===== config.mk =====
export PLATFORM = sky130hd
export DESIGN_NAME = shift_add_multiplier
export DESIGN_NICKNAME = d
export VERILOG_FILES = /design/src/rtl/mult_pkg.sv /design/src/rtl/mult_shift_add_step.sv /design/src/rtl/shift_add_multiplier.sv
export SDC_FILE = /design/constraint.sdc
export NUM_CORES = 1
export LEC_CHECK = 0
export BUFFER_PORTS_ARGS = -buffer_cell sky130_fd_sc_hd__buf_2
export CAP_MARGIN = 40
export CORE_MARGIN = 5
export CORE_UTILIZATION = 50
export DETAILED_ROUTE_END_ITERATION = 8
export GPL_TIMING_DRIVEN = 0
export HOLD_SLACK_MARGIN = 0.05
export PLACE_DENSITY = 0.74
export SETUP_SLACK_MARGIN = 0.15
export SLEW_MARGIN = 10
export SYNTH_ARGS = -nofsm -noshare
export SYNTH_HDL_FRONTEND = slang
export SYNTH_SLANG_ARGS = --single-unit

===== constraint.sdc =====
create_clock -name clk -period 7.6 [get_ports clk]
set_clock_uncertainty 0.2 [all_clocks]
set_input_delay 1.14 -clock clk [delete_from_list [all_inputs] [get_ports clk]]
set_output_delay 1.14 -clock clk [all_outputs]
set_load 0.1 [all_outputs]

===== src/rtl/mult_pkg.sv =====
`default_nettype none
// ============================================================================
//  Module      : mult_pkg
//  Description : Shared definitions for the shift-and-add multiplier:
//                FSM state encoding and iteration-counter width helper.
//  Revision    : 1.0 - initial release
// ============================================================================
package mult_pkg;

    // Legal operand-width range for the multiplier
    localparam int N_MIN = 4;
    localparam int N_MAX = 32;

    // Controller states
    typedef enum logic [1:0] {
        IDLE = 2'd0,
        CALC = 2'd1,
        DONE = 2'd2
    } state_t;

    // The counter must hold the value N itself, hence N+1 distinct values.
    function automatic int cnt_width(input int n);
        return $clog2(n + 1);
    endfunction

endpackage
`default_nettype wire


===== src/rtl/mult_shift_add_step.sv =====
`default_nettype none
// ============================================================================
//  Module      : mult_shift_add_step
//  Description : One combinational shift-and-add iteration. Adds the shifted
//                multiplicand into the accumulator when the multiplier LSB is
//                set, then shifts multiplicand left and multiplier right.
//  Ports       : acc_i/acc_o       2N-bit accumulator (current / next)
//                mcand_i/mcand_o   2N-bit multiplicand magnitude (cur / next)
//                mplier_i/mplier_o N-bit multiplier magnitude (cur / next)
//  Revision    : 1.0 - initial release
// ============================================================================
module mult_shift_add_step
    import mult_pkg::*;
#(
    parameter int N = 6
) (
    input  logic [2*N-1:0] acc_i,
    input  logic [2*N-1:0] mcand_i,
    input  logic [N-1:0]   mplier_i,
    output logic [2*N-1:0] acc_o,
    output logic [2*N-1:0] mcand_o,
    output logic [N-1:0]   mplier_o
);

    assign acc_o    = mplier_i[0] ? (acc_i + mcand_i) : acc_i;
    assign mcand_o  = mcand_i << 1;
    assign mplier_o = mplier_i >> 1;

endmodule
`default_nettype wire


===== src/rtl/shift_add_multiplier.sv =====
`default_nettype none
// ============================================================================
//  Module      : shift_add_multiplier
//  Description : Sequential N-iteration shift-and-add multiplier with
//                valid/ready handshakes on both sides. Supports unsigned and
//                two's-complement operands by multiplying magnitudes and
//                negating the result when the operand signs differ.
//  Ports       : clk          clock, rising edge
//                rst          asynchronous active-high reset
//                m, q         N-bit multiplicand / multiplier
//                signed_mode  1 = two's-complement operands, 0 = unsigned
//                in_valid     operands valid          (input handshake)
//                in_ready     block can accept        (input handshake)
//                P            2N-bit registered product
//                out_valid    P valid                 (output handshake)
//                out_ready    consumer accepts P      (output handshake)
//  Revision    : 1.0 - initial release
// ============================================================================
module shift_add_multiplier
    import mult_pkg::*;
#(
    parameter int N = 6
) (
    input  logic           clk,
    input  logic           rst,
    input  logic [N-1:0]   m,
    input  logic [N-1:0]   q,
    input  logic           signed_mode,
    input  logic           in_valid,
    output logic           in_ready,
    output logic [2*N-1:0] P,
    output logic           out_valid,
    input  logic           out_ready
);

    localparam int CW = cnt_width(N);

    state_t           state_q,  state_d;
    logic [CW-1:0]    cnt_q,    cnt_d;
    logic [2*N-1:0]   acc_q,    acc_d;
    logic [2*N-1:0]   mcand_q,  mcand_d;
    logic [N-1:0]     mplier_q, mplier_d;
    logic             neg_q,    neg_d;
    logic [2*N-1:0]   p_q,      p_d;

    logic [2*N-1:0]   acc_nx;
    logic [2*N-1:0]   mcand_nx;
    logic [N-1:0]     mplier_nx;

    // Operand magnitudes. The multiplicand is widened to 2N bits before
    // negation so -2^(N-1) becomes +2^(N-1) rather than wrapping. For the
    // multiplier, N unsigned bits already hold 2^(N-1).
    logic             m_neg;
    logic             q_neg;
    logic [2*N-1:0]   m_ext;
    logic [2*N-1:0]   m_mag;
    logic [N-1:0]     q_mag;

    assign m_neg = signed_mode & m[N-1];
    assign q_neg = signed_mode & q[N-1];
    assign m_ext = {{N{m_neg}}, m};
    assign m_mag = m_neg ? -m_ext : m_ext;
    assign q_mag = q_neg ? -q : q;

    mult_shift_add_step #(
        .N (N)
    ) u_step (
        .acc_i    (acc_q),
        .mcand_i  (mcand_q),
        .mplier_i (mplier_q),
        .acc_o    (acc_nx),
        .mcand_o  (mcand_nx),
        .mplier_o (mplier_nx)
    );

    // ------------------------------------------------------------------
    // State and datapath registers
    // ------------------------------------------------------------------
    always_ff @(posedge clk or posedge rst) begin
        if (rst) begin
            state_q  <= IDLE;
            cnt_q    <= '0;
            acc_q    <= '0;
            mcand_q  <= '0;
            mplier_q <= '0;
            neg_q    <= 1'b0;
            p_q      <= '0;
        end else begin
            state_q  <= state_d;
            cnt_q    <= cnt_d;
            acc_q    <= acc_d;
            mcand_q  <= mcand_d;
            mplier_q <= mplier_d;
            neg_q    <= neg_d;
            p_q      <= p_d;
        end
    end

    // ------------------------------------------------------------------
    // Next-state and output logic
    // ------------------------------------------------------------------
    always_comb begin
        state_d   = state_q;
        cnt_d     = cnt_q;
        acc_d     = acc_q;
        mcand_d   = mcand_q;
        mplier_d  = mplier_q;
        neg_d     = neg_q;
        p_d       = p_q;
        in_ready  = 1'b0;
        out_valid = 1'b0;

        case (state_q)
            IDLE: begin
                in_ready = 1'b1;
                if (in_valid) begin
                    mcand_d  = m_mag;
                    mplier_d = q_mag;
                    neg_d    = m_neg ^ q_neg;
                    cnt_d    = CW'(N);
                    acc_d    = '0;
                    state_d  = CALC;
                end
            end
            CALC: begin
                acc_d    = acc_nx;
                mcand_d  = mcand_nx;
                mplier_d = mplier_nx;
                cnt_d    = cnt_q - CW'(1);
                // Last iteration: publish the step result directly so the
                // product appears on the same edge the counter reaches zero.
                if (cnt_q == CW'(1)) begin
                    p_d     = neg_q ? -acc_nx : acc_nx;
                    state_d = DONE;
                end
            end
            DONE: begin
                out_valid = 1'b1;
                if (out_ready) begin
                    state_d = IDLE;
                end
            end
            default: begin
                state_d = IDLE;
            end
        endcase
    end

    assign P = p_q;

endmodule
`default_nettype wire


==> qor.yml <==
drv_cap: 0
synthArstFlopShare_pct: 100
viasPerCell: 5.94
drt.antenna.violating_nets: 0
cts_setup_buffers: 0
outcome: "complete, no violations"
grt_pass1_vias: 2829
drt-total-wl_um: 7440
fp.dieW_um: 89.2
clk-insertion-delay-late_ps: 310
dr_wl_met2_um: 3750
crit_path_max_fanout: 6
antennaDiodeCount: 0
ys_seq_elements: 48
cts_hold_buffers: 0
syn_to_final_growth_pct: 11.3
synth-main-ff-cell: "dfrtp_1"
cts_buffers: 5
hold_viol: 0
start_util_pct: 52.3
synthCells: 348
grtUsageTotal_pct: 20.6
antenna_found_initial: 0
drtIter0Drc: 168
cts.sinks: 48
drt-pass1-iter-count: 4
synth-edff-count: 0
avgSynthCellArea_um2: 9.00
final_cell_mix: "dfrtp_1, nand2_1, o21ai_0"
synth_cell_type_count: 64
seq_area_mm2: 0.00120
relSlewSlack_pct: 54.3
cts_tree: "done"
wl_met1_um: 3190
cp.arrival_ps: 3230
min_period_ps: 3240
hpwl_um: 5670
grt_max_degree: 28
period_share_pct: 42.6
multi_input_area_mm2: 0.00181
path_class: "flip-flop to flip-flop"
critPathRequiredTime_ps: 7590
drv_slew: 0
setup-tns-final_ps: 0
wl_met3_um: 406
drc_errors: 0
gp_congestion: 0.859
cts-resized-gates: 0
path_cells: "ha_1 -> fa_1 -> a21oi_1 -> nor3_1 -> or3b_4 -> nor2b_2 -> nand4_1 -> o31a_1 -> xnor3_1 -> o21ai_1"
reg2regPathDepth: 10
slowest_delay_ps: 430
ioPinCount: 31
core.rowCount: 28
ys_seq_area_share_pct: 38.3
worst_pin_slew_ps: 685
vias: 2739
cts-root-buf: "clkbuf_8"
yosys_warnings: 0
crit_slowest_cell: "fa_1"
port_buffers: 30
rsz0062_at_grt: "false"
syn_nets: 382
routed.top_layer: "met4"
min_path_type: "flip-flop to flip-flop"
coreArea_mm2: 0.00599
dieArea_mm2: 0.00795
layout_commonest_cell: "dfrtp_1"
die_h_um: 89.2
grt_overflow: 0
drive_gt1_share_pct: 15.0
cp-end-kind: "flip-flop"
finalSetupViolations: 0
routedWlPerCell_um: 16.1
r2r_slack_ps: 4360
grt_pass1_wl_um: 12900
fin_nets: 420
clkTransAtPathRegs_ps: 90
clock_path_buffers: 2
synth.cell_area_mm2: 0.00313
critPathLaunchType: "flip-flop"
cts_max_level: 2
hold_depth: 2
fill_cells: 546
max_freq_ghz: 0.309
-- kinds of logic (layout without fill, tap and decap cells) --
| family | count (synthesis) | count (layout) | share of synthesized area, % |
|---|---|---|---|
| flops | 48 | 48 | 38.3 |
| mux | 6 | 6 | 1.92 |
| fa+ha+maj | 17 | 17 | 7.03 |
| buf+inv | 30 | 68 | 3.87 |
| simple gates | 118 | 118 | 18.9 |
| xor+xnor | 19 | 19 | 5.75 |
| compound gates | 110 | 110 | 24.2 |
-- cells in the mapped netlist (all sizes together), types with 5 or more instances --
library cell  count  share of area (%)
nand2            46                5.5
xor2              8                2.2
nor2             14                1.7
clkbuf           11                1.3
ha               16                6.4
a211oi            5                1.4
xnor2            10                2.8
mux2i             6                1.9
buf               6                1.0
inv              13                1.6
nor3              9                1.6
a22oi             9                2.2
o211ai            6                1.6
nand2b            5                1.0
o21ai            47                7.5
nor2b             5                1.1
nand3            15                2.4
a21oi            14                2.7
dfrtp            48                 38
-- sequential cells by signal, indices dropped and copies added (netlist names) --
signal	flops
P	12
acc_q	12
mcand_q	12
mplier_q	6
cnt_q	3
state_q	2
neg_q	1
-- final timing paths --
path | from | to
setup / recovery | acc_q[0]$_DFFE_PP0P_ | P[11]$_DFFE_PP0P_
hold reg to reg | P[11]$_DFFE_PP0P_ | P[11]$_DFFE_PP0P_
hold / removal | P[11]$_DFFE_PP0P_ | P[11]$_DFFE_PP0P_
max in group asynchronous | rst | mcand_q[7]$_DFFE_PP0P_
setup reg to reg | acc_q[0]$_DFFE_PP0P_ | P[11]$_DFFE_PP0P_
min in group asynchronous | rst | P[4]$_DFFE_PP0P_
-- final cells by class --
type	count	share of cell area, %
clock buffer	6	2.37
timing repair buffer	31	4.88
multi-input combinational	270	51.9
tap	75	2.69
sequential	48	34.4
buffer	17	2.08
inverter	13	1.40
clock inverter	1	0.251
-- per-layer routing --
metal / track usage [%] / vias to the layer above
met3: 3.50 / 10
met4: 8.39 / 0
met2: 35.4 / 64
li1: - / 1347
met5: 0 / -
met1: 25.6 / 1318
-- stage by stage --
step / cells / hold WS, ps / setup WS [ps] / util [%] / area, um2
floorplan: 348 / 267 / 4510 / - / 3130
global placement: 453 / 263 / 4480 / 56.4 / 3380
detailed placement: 454 / 270 / 4430 / 56.7 / 3400
CTS: 461 / 291 / 4380 / 58.2 / 3490
global route: 461 / 302 / 4120 / 58.2 / 3490
finish: 461 / 284 / 4360 / 58.2 / 3490
-- worst max-delay path, delay by kind of cell, from the launching register on --
family	cells	cell delay (ps)
AND/OR/NAND/NOR	4	820
flip-flops	1	410
AO/OA/AOI/OAI	3	800
XOR/XNOR	1	220
adder cells (fa/ha/maj)	2	690
Power is left out: the tool's default activity adds up to more than one toggle a clock period on the data nets, which glitch-free logic cannot reach.
